[config.mk]
export PLATFORM = sky130hd
export DESIGN_NAME = uart_tx_arbiter
export DESIGN_NICKNAME = d
export VERILOG_FILES = /design/src/rtl/uart_tx_arbiter_pkg.sv /design/src/rtl/uart_tx_arbiter_crc32.sv /design/src/rtl/uart_tx_arbiter_rr_grant.sv /design/src/rtl/uart_tx_arbiter.sv
export SDC_FILE = /design/constraint.sdc
export NUM_CORES = 1
export LEC_CHECK = 0
export ABC_CLOCK_PERIOD_IN_PS = 8900
export CELL_PAD_IN_SITES_DETAIL_PLACEMENT = 2
export CELL_PAD_IN_SITES_GLOBAL_PLACEMENT = 2
export CORE_MARGIN = 4
export CORE_UTILIZATION = 30
export DETAILED_ROUTE_END_ITERATION = 8
export GPL_TIMING_DRIVEN = 0
export HOLD_SLACK_MARGIN = 0.15
export PLACE_DENSITY = 0.93
export SYNTH_ARGS = -nofsm -noshare
export SYNTH_HDL_FRONTEND = slang
export SYNTH_SLANG_ARGS = --single-unit
[constraint.sdc]
create_clock -name clk -period 8.9 [get_ports clk]
set_clock_uncertainty 0.2 [all_clocks]
set_input_delay 2.67 -clock clk [delete_from_list [all_inputs] [get_ports clk]]
set_output_delay 2.67 -clock clk [all_outputs]
set_load 0.05 [all_outputs]
[src/rtl/uart_tx_arbiter_pkg.sv]
// Shared constants, state encoding and CRC32 byte step for the UART transmit arbiter.
package uart_tx_arbiter_pkg;

  localparam logic [7:0]  HdrPad        = 8'h00;
  localparam int unsigned FrameOverhead = 8;

  localparam logic [7:0] MsgInfo       = 8'h00;
  localparam logic [7:0] MsgInvalid    = 8'h01;
  localparam logic [7:0] MsgPong       = 8'h02;
  localparam logic [7:0] MsgResend     = 8'h03;
  localparam logic [7:0] MsgNonceFound = 8'h04;

  // Reflected CRC32 with no final inversion, so a frame plus its LSB-first trailer checks to 0.
  localparam logic [31:0] CrcPoly = 32'hEDB8_8320;
  localparam logic [31:0] CrcInit = 32'hFFFF_FFFF;

  typedef enum logic [4:0] {
    StIdle    = 5'b00001,
    StHeader  = 5'b00010,
    StPayload = 5'b00100,
    StCrcWait = 5'b01000,
    StCrc     = 5'b10000
  } tx_state_e;

  function automatic logic [31:0] crc32_byte(input logic [31:0] crc, input logic [7:0] data);
    logic [31:0] c;
    c = crc ^ {24'h0, data};
    for (int i = 0; i < 8; i++) begin
      c = c[0] ? ((c >> 1) ^ CrcPoly) : (c >> 1);
    end
    return c;
  endfunction

endpackage

[src/rtl/uart_tx_arbiter_crc32.sv]
// Byte-wide CRC32 accumulator; clear restarts it at the start of each frame.
module uart_tx_arbiter_crc32
  import uart_tx_arbiter_pkg::*;
(
  input  logic        clk,
  input  logic        reset,
  input  logic        clear,
  input  logic        rx_we,
  input  logic [7:0]  rx_byte,
  output logic [31:0] tx_crc
);

  logic [31:0] crc_q;

  always_ff @(posedge clk or posedge reset) begin
    if (reset) begin
      crc_q <= CrcInit;
    end else if (clear) begin
      crc_q <= CrcInit;
    end else if (rx_we) begin
      crc_q <= crc32_byte(crc_q, rx_byte);
    end
  end

  assign tx_crc = crc_q;

endmodule

[src/rtl/uart_tx_arbiter_rr_grant.sv]
// Combinational round-robin pick: first request scanning upward from last+1.
module uart_tx_arbiter_rr_grant #(
  parameter int unsigned NUM_REQ = 3,
  parameter int unsigned IDX_W   = (NUM_REQ > 1) ? $clog2(NUM_REQ) : 1
) (
  input  logic [NUM_REQ-1:0] req,
  input  logic [IDX_W-1:0]   last,
  output logic [NUM_REQ-1:0] gnt,
  output logic [IDX_W-1:0]   gnt_idx,
  output logic               gnt_valid
);

  always_comb begin
    int idx;
    idx       = 0;
    gnt       = '0;
    gnt_idx   = '0;
    gnt_valid = 1'b0;
    // Walk from the farthest offset down so the nearest requester wins.
    for (int off = int'(NUM_REQ); off > 0; off--) begin
      idx = (int'(last) + off) % int'(NUM_REQ);
      if (req[idx]) begin
        gnt       = '0;
        gnt[idx]  = 1'b1;
        gnt_idx   = IDX_W'(idx);
        gnt_valid = 1'b1;
      end
    end
  end

endmodule

[src/rtl/uart_tx_arbiter.sv]
// Round-robin arbiter serialising source messages into length/header/payload/CRC32 frames.
module uart_tx_arbiter
  import uart_tx_arbiter_pkg::*;
#(
  parameter int unsigned NUM_REQ     = 3,
  parameter int unsigned MAX_PAYLOAD = 8
) (
  input  logic                           clk,
  input  logic                           reset,
  input  logic [NUM_REQ-1:0]             req_valid,
  input  logic [NUM_REQ*8-1:0]           req_type,
  input  logic [NUM_REQ*4-1:0]           req_len,
  input  logic [NUM_REQ*MAX_PAYLOAD*8-1:0] req_payload,
  output logic [NUM_REQ-1:0]             req_ack,
  input  logic                           fifo_full,
  output logic                           tx_we,
  output logic [7:0]                     tx_data,
  output logic                           busy
);

  localparam int unsigned IdxW   = (NUM_REQ > 1) ? $clog2(NUM_REQ) : 1;
  localparam int unsigned PayW   = MAX_PAYLOAD * 8;
  localparam logic [3:0]  MaxLen = 4'(MAX_PAYLOAD);

  tx_state_e          state_q, state_d;
  logic [1:0]         hdr_cnt_q, hdr_cnt_d;
  logic [1:0]         crc_cnt_q, crc_cnt_d;
  logic [3:0]         pay_cnt_q, pay_cnt_d;
  logic [3:0]         len_q, len_d;
  logic [7:0]         type_q, type_d;
  logic [PayW-1:0]    shift_q, shift_d;
  logic [31:0]        crc_q, crc_d;
  logic [IdxW-1:0]    gnt_q, gnt_d;
  logic [IdxW-1:0]    last_q, last_d;
  logic [NUM_REQ-1:0] ack_q, ack_d;

  logic [NUM_REQ-1:0] gnt;
  logic [IdxW-1:0]    gnt_idx;
  logic               gnt_valid;
  logic               crc_clear, crc_we;
  logic [31:0]        tx_crc;
  logic [7:0]         sel_type;
  logic [3:0]         sel_len;
  logic [PayW-1:0]    sel_payload;

  uart_tx_arbiter_rr_grant #(
    .NUM_REQ (NUM_REQ),
    .IDX_W   (IdxW)
  ) u_rr_grant (
    .req       (req_valid),
    .last      (last_q),
    .gnt       (gnt),
    .gnt_idx   (gnt_idx),
    .gnt_valid (gnt_valid)
  );

  uart_tx_arbiter_crc32 u_crc32 (
    .clk     (clk),
    .reset   (reset),
    .clear   (crc_clear),
    .rx_we   (crc_we),
    .rx_byte (tx_data),
    .tx_crc  (tx_crc)
  );

  always_comb begin
    sel_type    = '0;
    sel_len     = '0;
    sel_payload = '0;
    for (int i = 0; i < int'(NUM_REQ); i++) begin
      if (gnt[i]) begin
        sel_type    |= req_type[i*8 +: 8];
        sel_len     |= req_len[i*4 +: 4];
        sel_payload |= req_payload[i*PayW +: PayW];
      end
    end
  end

  always_comb begin
    state_d   = state_q;
    hdr_cnt_d = hdr_cnt_q;
    crc_cnt_d = crc_cnt_q;
    pay_cnt_d = pay_cnt_q;
    len_d     = len_q;
    type_d    = type_q;
    shift_d   = shift_q;
    crc_d     = crc_q;
    gnt_d     = gnt_q;
    last_d    = last_q;
    ack_d     = '0;
    tx_we     = 1'b0;
    tx_data   = 8'h00;
    crc_clear = 1'b0;
    crc_we    = 1'b0;

    unique case (state_q)
      StIdle: begin
        if (gnt_valid) begin
          type_d    = sel_type;
          len_d     = (sel_len > MaxLen) ? MaxLen : sel_len;
          shift_d   = sel_payload;
          gnt_d     = gnt_idx;
          ack_d     = gnt;
          hdr_cnt_d = '0;
          crc_clear = 1'b1;
          state_d   = StHeader;
        end
      end
      StHeader: begin
        case (hdr_cnt_q)
          2'd0:    tx_data = 8'(FrameOverhead) + 8'(len_q);
          2'd3:    tx_data = type_q;
          default: tx_data = HdrPad;
        endcase
        if (!fifo_full) begin
          tx_we     = 1'b1;
          crc_we    = 1'b1;
          hdr_cnt_d = hdr_cnt_q + 2'd1;
          if (hdr_cnt_q == 2'd3) begin
            pay_cnt_d = len_q;
            state_d   = (len_q != '0) ? StPayload : StCrcWait;
          end
        end
      end
      StPayload: begin
        tx_data = shift_q[7:0];
        if (!fifo_full) begin
          tx_we     = 1'b1;
          crc_we    = 1'b1;
          shift_d   = shift_q >> 8;
          pay_cnt_d = pay_cnt_q - 4'd1;
          if (pay_cnt_q == 4'd1) state_d = StCrcWait;
        end
      end
      StCrcWait: begin
        // Last CRC input byte landed on the previous edge; snapshot the result.
        crc_d     = tx_crc;
        crc_cnt_d = '0;
        state_d   = StCrc;
      end
      StCrc: begin
        tx_data = crc_q[7:0];
        if (!fifo_full) begin
          tx_we     = 1'b1;
          crc_d     = crc_q >> 8;
          crc_cnt_d = crc_cnt_q + 2'd1;
          if (crc_cnt_q == 2'd3) begin
            last_d  = gnt_q;
            state_d = StIdle;
          end
        end
      end
      default: state_d = StIdle;
    endcase
  end

  always_ff @(posedge clk or posedge reset) begin
    if (reset) begin
      state_q   <= StIdle;
      hdr_cnt_q <= '0;
      crc_cnt_q <= '0;
      pay_cnt_q <= '0;
      len_q     <= '0;
      type_q    <= '0;
      shift_q   <= '0;
      crc_q     <= '0;
      gnt_q     <= '0;
      last_q    <= IdxW'(NUM_REQ - 1);
      ack_q     <= '0;
    end else begin
      state_q   <= state_d;
      hdr_cnt_q <= hdr_cnt_d;
      crc_cnt_q <= crc_cnt_d;
      pay_cnt_q <= pay_cnt_d;
      len_q     <= len_d;
      type_q    <= type_d;
      shift_q   <= shift_d;
      crc_q     <= crc_d;
      gnt_q     <= gnt_d;
      last_q    <= last_d;
      ack_q     <= ack_d;
    end
  end

  assign req_ack = ack_q;
  assign busy    = (state_q != StIdle);

endmodule
Yosys cells after proc, flatten, opt, wreduce, memory -nomap -nowiden
Index checks and enable logic that the tools add are counted.
- bitwise logic cells: 16
- reduce and logical (&&, ||, !) cells: 19
- muxes and demuxes: 76
- eq/ne operators: 16
- $add $sub $neg: 7
- divide/modulo/power cells: 3
- $lt $le $gt $ge: 7
- operator list (kind ; number):
    $mux 32 ; 11
    $mux 64 ; 5
    $or 64x64->64 ; 2
    $pmux 64 s2 ; 1
    $not 13->14 ; 8
    $ge 32x1->1 const B ; 3
    $lt 32x4->1 const B ; 3
    $mod 32x3->32 const B ; 3
    $pmux 32 s2 ; 1
    $mux 5 ; 7
    $mux 4 ; 8
    $xor 32x8->32 ; 1
    $pmux 5 s5 ; 1
    $mux 8 ; 3
    $pmux 8 s3 ; 1
    $mux 1 ; 17
    $or 8x8->8 ; 2
    $pmux 8 s2 ; 1
    $mux 3 ; 5
    $ne 2x2->1 const B ; 7
    $mux 2 ; 6
    $reduce_bool 2->1 ; 5
    $reduce_and 3->1 ; 3
    $or 4x4->4 ; 2
    other kinds (27) ; 38
- bits in registers: 160
- output and inout port bits: 13

Depth between registers and ports, before layout
Gate-level depths: netlist of run 1.
- depth in word-level cells: 22
- mapped depth: 12

Modules after synthesis
A second synthesis of run 1 with hierarchy kept.
- cell total of the unflattened synthesis: 971
- area total of the unflattened synthesis: 9335.2 um^2
- by module, submodules not included (module ; area an instance (um^2) ; cells an instance ; times used):
    uart_tx_arbiter ; 6839.1 ; 763 ; 1
    uart_tx_arbiter_crc32 ; 2239.6 ; 172 ; 1
    uart_tx_arbiter_rr_grant ; 256.5 ; 36 ; 1

Worst setup path before layout of run 1
OpenSTA, ideal clock, no wires.
- kind: input port to output port
- start: input port fifo_full
- end: output port tx_we
- data arrival time: 4.061 ns
- stages on the path: 4
- path slack: 1.969 ns
- cell sequence: clkbuf_1 -> or4_1 -> clkbuf_1 -> o21ai_0
- cells in the longest elaborated chain, start to end: 2
- ends and longest elaborated chain (item ; RTL line ; RTL):
    start: declaration ; uart_tx_arbiter.sv:15 ; input logic fifo_full,
    $mux 1 ; uart_tx_arbiter.sv:115, uart_tx_arbiter.sv:127, uart_tx_arbiter.sv:143 ;
    $mux 1 ; -- ;
    end: declaration ; uart_tx_arbiter.sv:16 ; output logic tx_we,
No other way between the ends.

Final worst setup path of run 1
Same ends and word-level chain as after synthesis.

==> results of run 1 <==
[worst reg2reg max path, stage by stage (launching register included)]
cell and delay [ns]:
sky130_fd_sc_hd__dfstp_2 0.56, sky130_fd_sc_hd__inv_1 0.06, sky130_fd_sc_hd__ha_1 0.17, sky130_fd_sc_hd__clkbuf_1 0.19, sky130_fd_sc_hd__nand2b_1 0.22, sky130_fd_sc_hd__or2_2 0.30
sky130_fd_sc_hd__a21oi_1 0.16, sky130_fd_sc_hd__a21o_1 0.33, sky130_fd_sc_hd__clkbuf_1 0.81, sky130_fd_sc_hd__clkbuf_1 0.50, sky130_fd_sc_hd__buf_1 0.50, sky130_fd_sc_hd__a222oi_1 0.22
sky130_fd_sc_hd__o21ai_0 0.28
[through the flow]
step	hold WS, ns	TNS (ns)	std cells	instance area [um2]	setup WS [ns]
2_1_floorplan	0.2348	0	1005	9490	1.766
3_3_place_gp	0.2494	-84.87	1646	12440	-0.6877
3_5_place_dp	0.2695	0	1647	12470	1.161
4_1_cts	0.2862	0	1679	13140	1.133
5_1_grt	0.3161	0	1679	13140	1.049
6_report	0.2864	0	1679	13140	1.118
[cells by family after synthesis]
logic type,Yosys count
buffers and inverters,94
AND/OR/NAND/NOR,256
flip-flops,160
AO/OA/AOI/OAI,405
XOR/XNOR,50
multiplexers,31
adder cells (fa/ha/maj),9
[Yosys cell counts (5+ instances only)]
library cell,number,area (um2)
sky130_fd_sc_hd__a221o_1,57,570.6
sky130_fd_sc_hd__and2_1,6,37.54
sky130_fd_sc_hd__a31oi_1,6,37.54
sky130_fd_sc_hd__nand3_1,11,55.05
sky130_fd_sc_hd__o211ai_1,5,37.54
sky130_fd_sc_hd__clkbuf_1,72,270.3
sky130_fd_sc_hd__inv_1,13,48.80
sky130_fd_sc_hd__a22oi_1,5,37.54
sky130_fd_sc_hd__o21ai_0,166,830.8
sky130_fd_sc_hd__nor2_1,39,146.4
sky130_fd_sc_hd__nand2b_1,6,37.54
sky130_fd_sc_hd__xnor2_1,21,183.9
sky130_fd_sc_hd__nor2_2,7,43.79
sky130_fd_sc_hd__and3_1,10,62.56
sky130_fd_sc_hd__a211oi_1,5,37.54
sky130_fd_sc_hd__mux2i_1,26,260.3
sky130_fd_sc_hd__dfrtp_1,126,3153
sky130_fd_sc_hd__a21oi_1,92,460.4
sky130_fd_sc_hd__nand2_1,114,427.9
sky130_fd_sc_hd__xor2_1,6,52.55
sky130_fd_sc_hd__or4_1,5,37.54
sky130_fd_sc_hd__or3_1,7,43.79
sky130_fd_sc_hd__mux2_2,5,56.30
sky130_fd_sc_hd__dfstp_2,34,893.4
sky130_fd_sc_hd__ha_1,9,112.6
sky130_fd_sc_hd__a222oi_1,18,180.2
sky130_fd_sc_hd__nor3_1,16,80.08
sky130_fd_sc_hd__a22o_1,9,78.83
sky130_fd_sc_hd__xnor3_1,17,382.9
sky130_fd_sc_hd__nor4_1,7,43.79
[worst min path at each step]
| stage | endpoint | slack (ns) | depth (start not counted) |
|---|---|---|---|
| final | shift_q[19]$_DFFE_PP0P_ | 0.29 | 2 |
| after global placement | gnt_q[0]$_DFFE_PP0P_ | 0.25 | 2 |
| after detailed placement | shift_q[21]$_DFFE_PP0P_ | 0.27 | 2 |
| after floorplan | gnt_q[0]$_DFFE_PP0P_ | 0.23 | 2 |
| after CTS | shift_q[21]$_DFFE_PP0P_ | 0.29 | 2 |
| after global routing | crc_q[22]$_DFFE_PP0P_ | 0.32 | 2 |
[state kept, by name, summed over array words and instances (netlist names)]
signal          cells
crc_cnt_q           2
len_q               4
type_q              8
req_ack             3
shift_q            64
last_q              2
u_crc32.tx_crc     32
crc_q              32
gnt_q               2
pay_cnt_q           4
state_q             5
hdr_cnt_q           2
[power by group through the flow]
| stage | Combinational, mW | Sequential, mW | Clock, mW |
|---|---|---|---|
| 6_report | 2.59 | 1.37 | 0.870 |
| 5_1_grt | 2.78 | 1.39 | 0.904 |
| 4_1_cts | 2.57 | 1.35 | 0.874 |
| 3_5_place_dp | 2.43 | 1.34 | 0 |
| 3_3_place_gp | 2.25 | 1.30 | 0 |
| 2_1_floorplan | 1.65 | 1.24 | 0 |
[area by class of cell]
class	count	area, um2	area share
Multi-Input combinational cell	751	5069	0.3859
Tap cell	396	495.5	0.03772
Clock inverter	13	209.0	0.01591
Clock buffer	19	452.9	0.03448
Buffer	81	326.6	0.02486
Sequential cell	160	4046	0.3081
Timing Repair Buffer	246	2480	0.1888
Inverter	13	56.30	0.004287
[metal layers]
layer,share of wire,global-route usage,routed length [um],vias to the layer above
met1,0.37,0.3022,17820,5189
met3,0.057,0.06371,2763,143
li1,-,-,-,4297
met5,0.00027,0,13,-
met2,0.53,0.5108,25440,473
met4,0.045,0.1282,2180,2
==> run_results.csv, run 1 <==
group,metric,value,unit
clocking,worst_skew_pair.late_latency,0.46,ns
setup_path,endpoint_of_the_lowest_slack_register_to_register_path,"shift_q[60]$_DFFE_PP0P_",
clocking,clock-sinks,160,
setup_path,ff2ff_path_depth,12,
sta,final_period_minus_worst_setup_slack,7.783,ns
route,drt_iter0_markers,692,
die,core_region_area,30910,um2
run_status,run_status,"finished clean",
sta,finalSetupViolations,0,
yosys,main_combinational_cell_family_by_area_after_synthesis,"compound AO/OA/AOI/OAI gates",
setup_path,critical_path.most_common_cell,"sky130_fd_sc_hd__clkbuf_1",
sta,grt_setup_unrepaired,"no",
power,share_comb_of_total_power,0.536,
route,avgRoutedWirePerCell,28.72,um
finish,final_layout_size_suffix_gt1_frac,0.08106,
setup_path,cp_data_arrival_time,4.91,ns
finish,utilization,0.4250,
setup_path,setup.worst_path.class,"primary input to output pin",
power,design_power_total,4.823,mW
sta,fin_crit_sh,0.8744,
clocking,cts_tree,"yes",
clocking,cts_made_buffers,17,
yosys,synth_seq_cells,160,
sta,worst_slew_margin_rel,0.3210,
route,vias_per_cell,6.018,
place,half_perimeter_wire_length_after_placement,33580,um
yosys,ys_warn_count,0,
yosys,synth_adder_area_share,0.01187,
route,totalWireLength,48220,um
power,p_sw_frac,0.4532,
clocking,cts.reportedPaths.clkPinSlew,0.06,ns
job,drv_cap,0,
place,weighted_congestion_at_the_end_of_routability_driven_global_placement,0.8717,
grt,grt.total_usage,0.2779,
yosys,synthSimpleGateAreaFrac,0.1332,
power,netSwitchingPower,2.186,mW
grt,maximum_number_of_pins_on_one_net_before_global_route_repair,116,
yosys,synthDistinctLibCells,72,
yosys,post_synth_mux_area_share,0.03336,
setup_path,crit_path_max_incr_delay,0.85,ns
route,drc_errors,0,
yosys,synth_edf_count,0,
grt,first_pass_grt_wire_length,72680,um
finish,syn2layout_area_growth,38.40,%
power,seqPwrFrac,0.283,
sta,tightestPinTransition,1.019,ns
setup_path,worst-path-buf-inv,3,
yosys,synth-xor-area-share,0.07910,
yosys,syn_avg_cell_area,9.443,um2
setup_path,top_family_by_delay_on_critical_path,"buffers and inverters",
place,port_buffers,245,
clocking,maximum_number_of_buffers_from_clock_root_to_sink,2,
clocking,ctsHtreeMaxLevel,4,
setup_path,endpoint_required_time_on_the_critical_path,6.03,ns
yosys,synthesis.instances,1005,
die,num_rows,64,
finish,fill_cells,3243,
clocking,post_cts.resized_instances,0,
setup_path,endpoint,"tx_we",
setup_path,path_cells,"clkbuf_1, or4_1, clkbuf_1, o21ai_0, clkdlybuf4s50_1",
finish,finish.net_count,1513,
yosys,dominantRegCellSynth,"sky130_fd_sc_hd__dfrtp_1",
die,initial_utilization,0.3070,
sta,clock.fmax,128.5,MHz
yosys,ys_seq_area_frac,0.4264,
worst_hold_path,timing.hold.worst.start,"shift_q[19]$_DFFE_PP0P_",
power,vdd_ir_drop_max,168.0,uV
setup_path,critical_path_cell_count,5,
worst_hold_path,worstHoldPathType,"flip-flop to flip-flop",
yosys,synthesis.area,9490,um2
die,design.portCount,247,
clocking,cts.repair_timing.setup_buffer_count,0,
power,cell_internal_power,2.637,mW
setup_path,critPathSlowestCell,"sky130_fd_sc_hd__clkdlybuf4s50_1",
route,route.vias.total,10100,
yosys,syn_nets,1248,
finish,most_used_cells_in_the_layout_excluding_fill_and_tap_cells,"sky130_fd_sc_hd__clkdlybuf4s50_1 (245), sky130_fd_sc_hd__o21ai_0 (166), sky130_fd_sc_hd__dfrtp_1 (126)",
clocking,clockRootBuffer,"sky130_fd_sc_hd__clkbuf_16",
setup_path,cp_endpoint_kind,"output pin",
finish,most_common_cell_after_layout_fill_and_taps_aside,"sky130_fd_sc_hd__clkdlybuf4s50_1",
grt,number_of_antenna_violations_at_the_first_check_in_global_routing,1,
finish,number_of_antenna_diodes,0,
setup_path,critical_path_peak_fanout,10,
power,cellLeakagePower,5.594,nW
sta,final_max_slew_viol_count,0,
die,floorplan.die_area,34540,um2
route,drt.antenna.violating_nets,0,
sta,timing_hold_violations_final,0,
yosys,synth_compound_area_frac,0.2766,
clocking,cts.hold.buffers_added,0,
die,die_w,185.9,um
route,drt_pre_antenna_iters,5,
die,die_span_y,185.9,um
setup_path,crit_path_start,"fifo_full",
setup_path,start_kind,"primary input",
grt,globalRoute.totalOverflow,0,
power,power_density,367.1,nW/um2
grt,number_of_global_route_vias_before_repair,11780,
yosys,ys_async_sr_fraction,1.000,
power,power_frac_clock,0.180,
setup_path,worstReg2RegStart,"last_q[1]$_DFFE_PP1P_",
setup_path,timing.reg2reg.setup_slack,4.30,ns
No activity file was read; power rests on OpenSTA's default activity.
==> run 2, diff against run 1 <==
--- a/config.mk
+++ b/config.mk
@@ -9,8 +9,9 @@
 export CELL_PAD_IN_SITES_DETAIL_PLACEMENT = 2
 export CELL_PAD_IN_SITES_GLOBAL_PLACEMENT = 2
 export CORE_MARGIN = 4
-export CORE_UTILIZATION = 30
+export CORE_UTILIZATION = 39
 export DETAILED_ROUTE_END_ITERATION = 8
+export DONT_BUFFER_PORTS = 1
 export GPL_TIMING_DRIVEN = 0
 export HOLD_SLACK_MARGIN = 0.15
 export PLACE_DENSITY = 0.93
==> run 2 against run 1 <==
  * Sequential power about the same
  * Register-to-register slack improved by 0.29 ns
  * Fmax increased by 4.7%
  * Critical endpoint unchanged
  * Critical path type unchanged
  * Combinational power decreased by 7%
  * Critical path depth decreased by 1
==> run_results.csv, run 2 (synthesis results as in run 1) <==
group,metric,value,unit
clocking,cts.hold.buffers_added,0,
power,power_density,434.9,nW/um2
finish,most_common_cell_after_layout_fill_and_taps_aside,"sky130_fd_sc_hd__o21ai_0",
sta,grt_setup_unrepaired,"no",
finish,most_used_cells_in_the_layout_excluding_fill_and_tap_cells,"sky130_fd_sc_hd__o21ai_0 (165), sky130_fd_sc_hd__dfrtp_1 (126), sky130_fd_sc_hd__nand2_1 (114)",
setup_path,start_kind,"primary input",
finish,number_of_flip_flops_in_the_largest_register,64,
sta,finalSetupViolations,0,
grt,number_of_global_route_vias_before_repair,10190,
route,route.vias.total,9084,
setup_path,cp_endpoint_kind,"output pin",
sta,timing.hold.ws,0.2842,ns
place,placed_cells_incl_taps,1325,
finish,largest-register,"shift_q",
place,half_perimeter_wire_length_after_placement,29220,um
route,drt.antenna.violating_nets,0,
grt,first_pass_grt_wire_length,64760,um
finish,fill_cells,2584,
grt,grt.total_usage,0.3222,
power,power_frac_clock,0.171,
clocking,worst_skew_pair.late_latency,0.45,ns
route,drc_errors,0,
place,weighted_congestion_at_the_end_of_routability_driven_global_placement,0.8657,
power,share_comb_of_total_power,0.526,
die,initial_utilization,0.4007,
clocking,maximum_number_of_buffers_from_clock_root_to_sink,2,
setup_path,setup.worst_path.class,"primary input to output pin",
setup_path,timing.reg2reg.setup_slack,4.59,ns
sta,clock.fmax,134.5,MHz
finish,syn2layout_area_growth,10.89,%
die,die_span_y,164.0,um
route,drt_iter0_markers,881,
power,p_sw_frac,0.4639,
power,netSwitchingPower,2.123,mW
setup_path,endpoint_required_time_on_the_critical_path,6.03,ns
clocking,cts.repair_timing.setup_buffer_count,0,
power,design_power_total,4.576,mW
sta,timing_hold_violations_final,0,
setup_path,cp_data_arrival_time,4.56,ns
job,drv_cap,0,
clocking,clockRootBuffer,"sky130_fd_sc_hd__clkbuf_16",
route,vias_per_cell,6.689,
route,drt_pre_antenna_iters,6,
die,die_w,164.0,um
clocking,ctsHtreeMaxLevel,4,
die,floorplan.die_area,26890,um2
place,port_buffers,0,
sta,totalNegativeSetupSlack,0,ns
sta,final_max_slew_viol_count,0,
grt,number_of_antenna_violations_at_the_first_check_in_global_routing,1,
power,cell_internal_power,2.453,mW
sta,fin_crit_sh,0.8352,
grt,maximum_number_of_pins_on_one_net_before_global_route_repair,99,
clocking,cts_tree,"yes",
sta,tightestPinTransition,0.9858,ns
sta,final_period_minus_worst_setup_slack,7.433,ns
worst_hold_path,worstHoldPathType,"flip-flop to flip-flop",
clocking,cts_made_buffers,17,
setup_path,ff2ff_path_depth,12,
finish,final_layout_size_suffix_gt1_frac,0.09730,
sta,worst_slew_margin_rel,0.3384,
route,avgRoutedWirePerCell,31.59,um
clocking,clock-sinks,160,
power,cellLeakagePower,4.602,nW
clocking,cts.reportedPaths.clkPinSlew,0.08,ns
clocking,post_cts.resized_instances,0,
power,vdd_ir_drop_max,142.5,uV
power,seqPwrFrac,0.303,
finish,finish.net_count,1268,
die,num_rows,56,
worst_hold_path,timing.hold.worst_path_depth,2,
setup_path,critical_path_peak_fanout,10,
finish,post_layout_nonfiller_instances,1358,
route,totalWireLength,42900,um
run_status,run_status,"finished clean",
die,design.portCount,247,
grt,globalRoute.totalOverflow,0,
die,core_region_area,23680,um2
-- run 2: worst paths after layout --
check / start / endpoint
setup / recovery: fifo_full / tx_we
hold / removal: shift_q[29]$_DFFE_PP0P_ / shift_q[29]$_DFFE_PP0P_
setup reg to reg: last_q[1]$_DFFE_PP1P_ / len_q[0]$_DFFE_PP0P_
hold reg to reg: shift_q[29]$_DFFE_PP0P_ / shift_q[29]$_DFFE_PP0P_
max in group asynchronous: reset / u_crc32.tx_crc[14]$_DFFE_PP1P_
min in group asynchronous: reset / gnt_q[1]$_DFFE_PP0P_
-- run 2: area by class of cell --
| type | instances | area (um2) | share of cell area |
|---|---|---|---|
| Clock buffer | 20 | 436.7 | 0.04149 |
| Antenna cell | 1 | 2.502 | 0.0002378 |
| Multi-Input combinational cell | 751 | 5069 | 0.4816 |
| Sequential cell | 160 | 4046 | 0.3845 |
| Tap cell | 319 | 399.1 | 0.03793 |
| Clock inverter | 12 | 160.2 | 0.01522 |
| Inverter | 13 | 56.30 | 0.005350 |
| Buffer | 81 | 326.6 | 0.03103 |
| Timing Repair Buffer | 1 | 27.53 | 0.002616 |
-- run 2: power groups by stage --
stage / Combinational [mW] / Clock (mW) / Sequential [mW]
after floorplan: 1.65 / 0 / 1.24
after global placement: 2.07 / 0 / 1.33
after detailed placement: 2.25 / 0 / 1.36
after CTS: 2.38 / 0.789 / 1.38
after global routing: 2.59 / 0.822 / 1.41
final: 2.41 / 0.784 / 1.39
-- run 2: metrics by stage --
step           area (um2)  setup WS (ns)    util
2_1_floorplan        9490          1.766       -
3_3_place_gp         9889        -0.1733  0.4176
3_5_place_dp         9925          1.525  0.4191
4_1_cts             10520          1.502  0.4443
5_1_grt             10520          1.400  0.4444
6_report            10520          1.467  0.4444
-- run 2: metal layers --
layer	GRT usage	share of wire	vias up
met5	0	0	-
li1	-	-	3805
met3	0.06851	0.059	150
met2	0.5740	0.51	483
met4	0.1449	0.049	0
met1	0.3712	0.38	4646
-- run 2: worst max-delay path, cell delays in order --
cell	delay, ns
sky130_fd_sc_hd__clkbuf_1	0.25
sky130_fd_sc_hd__or4_1	0.57
sky130_fd_sc_hd__clkbuf_1	0.38
sky130_fd_sc_hd__o21ai_1	0.68
==> run 3, diff against run 2 <==
--- a/config.mk
+++ b/config.mk
@@ -5,16 +5,16 @@
 export SDC_FILE = /design/constraint.sdc
 export NUM_CORES = 1
 export LEC_CHECK = 0
-export ABC_CLOCK_PERIOD_IN_PS = 8900
+export ABC_CLOCK_PERIOD_IN_PS = 6200
 export CELL_PAD_IN_SITES_DETAIL_PLACEMENT = 2
 export CELL_PAD_IN_SITES_GLOBAL_PLACEMENT = 2
 export CORE_MARGIN = 4
-export CORE_UTILIZATION = 39
+export CORE_UTILIZATION = 35
 export DETAILED_ROUTE_END_ITERATION = 8
 export DONT_BUFFER_PORTS = 1
 export GPL_TIMING_DRIVEN = 0
 export HOLD_SLACK_MARGIN = 0.15
-export PLACE_DENSITY = 0.93
+export PLACE_DENSITY = 0.89
 export SYNTH_ARGS = -nofsm -noshare
 export SYNTH_HDL_FRONTEND = slang
 export SYNTH_SLANG_ARGS = --single-unit
==> constraint.sdc (replaced) <==
create_clock -name clk -period 6.2 [get_ports clk]
set_clock_uncertainty 0.2 [all_clocks]
set_input_delay 1.86 -clock clk [delete_from_list [all_inputs] [get_ports clk]]
set_output_delay 1.86 -clock clk [all_outputs]
set_load 0.05 [all_outputs]
==> run 3 against run 2 <==
  * Sequential power grew 41%
  * Final cell count grew 2.4%
  * Non-clock buffer count grew 3
  * Global-route usage shrank 6.3 points
  * Final area grew 0.95%
  * Clock power grew 43%
  * Sequential cell count is the same
  * Largest power group unchanged
  * Critical endpoint unchanged
  * Routed wire length shrank 7.6%
  * Critical path depth is the same
==> run_results.csv, run 3 (synthesis results as in run 1) <==
group,metric,value,unit
run_status,run_status,"finished clean",
sta,final_max_slew_viol_count,0,
clocking,cts_tree,"yes",
setup_path,crit_path_max_incr_delay,0.65,ns
clocking,cts.hold.buffers_added,0,
grt,globalRoute.totalOverflow,0,
finish,most_common_cell_after_layout_fill_and_taps_aside,"sky130_fd_sc_hd__o21ai_0",
sta,fin_crit_sh,0.9350,
setup_path,critPathSlowestCell,"sky130_fd_sc_hd__o21ai_1",
grt,maximum_number_of_pins_on_one_net_before_global_route_repair,40,
die,design.portCount,247,
place,half_perimeter_wire_length_after_placement,29590,um
clocking,clock-sinks,160,
finish,syn2layout_area_growth,11.94,%
setup_path,top_family_by_delay_on_critical_path,"compound AO/OA/AOI/OAI gates",
job,drv_cap,0,
clocking,ctsHtreeMaxLevel,4,
die,initial_utilization,0.3541,
clocking,worst_skew_pair.late_latency,0.44,ns
worst_hold_path,timing.hold.worst.start,"shift_q[27]$_DFFE_PP0P_",
place,pre_cts_ws,0.4810,ns
finish,most_used_cells_in_the_layout_excluding_fill_and_tap_cells,"sky130_fd_sc_hd__o21ai_0 (165), sky130_fd_sc_hd__dfrtp_1 (126), sky130_fd_sc_hd__nand2_1 (114)",
route,vias_per_cell,6.301,
die,die_w,172.7,um
clocking,clockRootBuffer,"sky130_fd_sc_hd__clkbuf_16",
route,drt_iter0_markers,623,
sta,worst_slew_margin_rel,0.3343,
setup_path,cp_data_arrival_time,3.74,ns
power,netSwitchingPower,2.867,mW
route,route.vias.total,8758,
power,vdd_ir_drop_max,244.5,uV
setup_path,setup.worst_path.class,"primary input to output pin",
sta,grt_setup_unrepaired,"no",
power,cell_internal_power,3.492,mW
finish,largest-register,"shift_q",
power,share_comb_of_total_power,0.517,
finish,finish.net_count,1271,
setup_path,path_cells,"clkbuf_1, or4_1, clkbuf_1, o21ai_1",
clocking,cts_made_buffers,17,
clocking,cts.repair_timing.setup_buffer_count,0,
grt,grt.total_usage,0.2590,
grt,number_of_antenna_violations_at_the_first_check_in_global_routing,9,
grt,number_of_global_route_vias_before_repair,9810,
setup_path,critical_path_peak_fanout,10,
setup_path,worst-path-buf-inv,2,
sta,clock.fmax,172.5,MHz
die,num_rows,60,
power,p_sw_frac,0.4509,
power,seqPwrFrac,0.307,
finish,fill_cells,2873,
die,core_region_area,26800,um2
power,power_density,598.5,nW/um2
sta,finalWorstSetupSlack,0.4031,ns
sta,totalNegativeSetupSlack,0,ns
route,drt_pre_antenna_iters,6,
sta,timing.hold.ws,0.2850,ns
die,die_span_y,172.7,um
setup_path,cp_endpoint_kind,"output pin",
clocking,maximum_number_of_buffers_from_clock_root_to_sink,2,
clocking,cts.reportedPaths.clkPinSlew,0.07,ns
power,power_frac_clock,0.176,
setup_path,crit_path_start,"fifo_full",
route,totalWireLength,39650,um
route,avgRoutedWirePerCell,28.52,um
clocking,post_cts.resized_instances,0,
die,floorplan.die_area,29810,um2
grt,first_pass_grt_wire_length,60230,um
finish,number_of_flip_flops_in_the_largest_register,64,
sta,final_period_minus_worst_setup_slack,5.797,ns
worst_hold_path,worstHoldPathType,"flip-flop to flip-flop",
setup_path,worstReg2RegStart,"last_q[1]$_DFFE_PP1P_",
sta,finalSetupViolations,0,
place,port_buffers,0,
route,drt.antenna.violating_nets,0,
setup_path,endpoint_required_time_on_the_critical_path,4.14,ns
power,cellLeakagePower,4.624,nW
sta,tightestPinTransition,0.9919,ns
sta,timing_hold_violations_final,0,
route,drc_errors,0,
setup_path,start_kind,"primary input",
place,weighted_congestion_at_the_end_of_routability_driven_global_placement,0.8312,
setup_path,critical_path.most_common_cell,"sky130_fd_sc_hd__clkbuf_1",
finish,final_layout_size_suffix_gt1_frac,0.1018,
[run 3: cell types whose count changed in the layout (fill, tap and decap cells not counted), moves of 2 or more]
cell | before | now
sky130_fd_sc_hd__buf_12 | 0 | 4
sky130_fd_sc_hd__clkbuf_1 | 75 | 73
sky130_fd_sc_hd__clkinv_2 | 2 | 0
sky130_fd_sc_hd__diode_2 | 1 | 8
sky130_fd_sc_hd__inv_6 | 1 | 5
[run 3: per-stage QoR]
step / power [mW] / instances / utilization / cell area (um2)
5_1_grt: 6.764 / 1389 / 0.3963 / 10620
3_5_place_dp: 5.145 / 1350 / 0.3732 / 10000
2_1_floorplan: 4.148 / 1005 / - / 9494
6_report: 6.359 / 1390 / 0.3964 / 10620
4_1_cts: 6.356 / 1382 / 0.3957 / 10600
3_3_place_gp: 4.904 / 1346 / 0.3702 / 9921
[run 3: final cells by class]
type,count,area [um2],share of cell area
multi-input combinational,751,5069,0.4771
tap,341,426.7,0.04016
buffer,81,326.6,0.03074
timing repair buffer,4,80.08,0.007537
inverter,13,52.55,0.004946
sequential,160,4046,0.3809
antenna,8,20.02,0.001884
clock buffer,18,429.2,0.04040
clock inverter,14,173.9,0.01637
[run 3: power by group through the flow]
stage | combinational, mW | sequential (mW) | clock [mW]
floorplan | 2.36 | 1.78 | 0
global placement | 2.99 | 1.92 | 0
detailed placement | 3.20 | 1.95 | 0
CTS | 3.28 | 1.95 | 1.13
global route | 3.58 | 2.00 | 1.19
finish | 3.28 | 1.96 | 1.12
[run 3: worst paths after layout]
kind | to | slack (ns) | cells past startpoint
worst max register to register | shift_q[7]$_DFFE_PP0P_ | 1.81 | 12
min in group asynchronous | req_ack[1]$_DFF_PP0_ | 1.20 | 1
max in group asynchronous | shift_q[51]$_DFFE_PP0P_ | 3.77 | 3
worst min register to register | shift_q[27]$_DFFE_PP0P_ | 0.29 | 2
worst max-delay path | tx_we | 0.40 | 4
worst min-delay path | shift_q[27]$_DFFE_PP0P_ | 0.29 | 2
[run 3: per-layer routing]
metal | track usage | vias to the layer above | share of wire
li1 | - | 3816 | -
met1 | 0.3050 | 4528 | 0.40
met2 | 0.4745 | 350 | 0.53
met3 | 0.04635 | 62 | 0.051
met4 | 0.09112 | 2 | 0.027
met5 | 0 | - | 0.00018
[run 3: worst min-delay path, stage by stage (launching register included)]
cell and delay (ns):
sky130_fd_sc_hd__dfrtp_1 0.34, sky130_fd_sc_hd__nand2_1 0.05, sky130_fd_sc_hd__o21ai_0 0.06
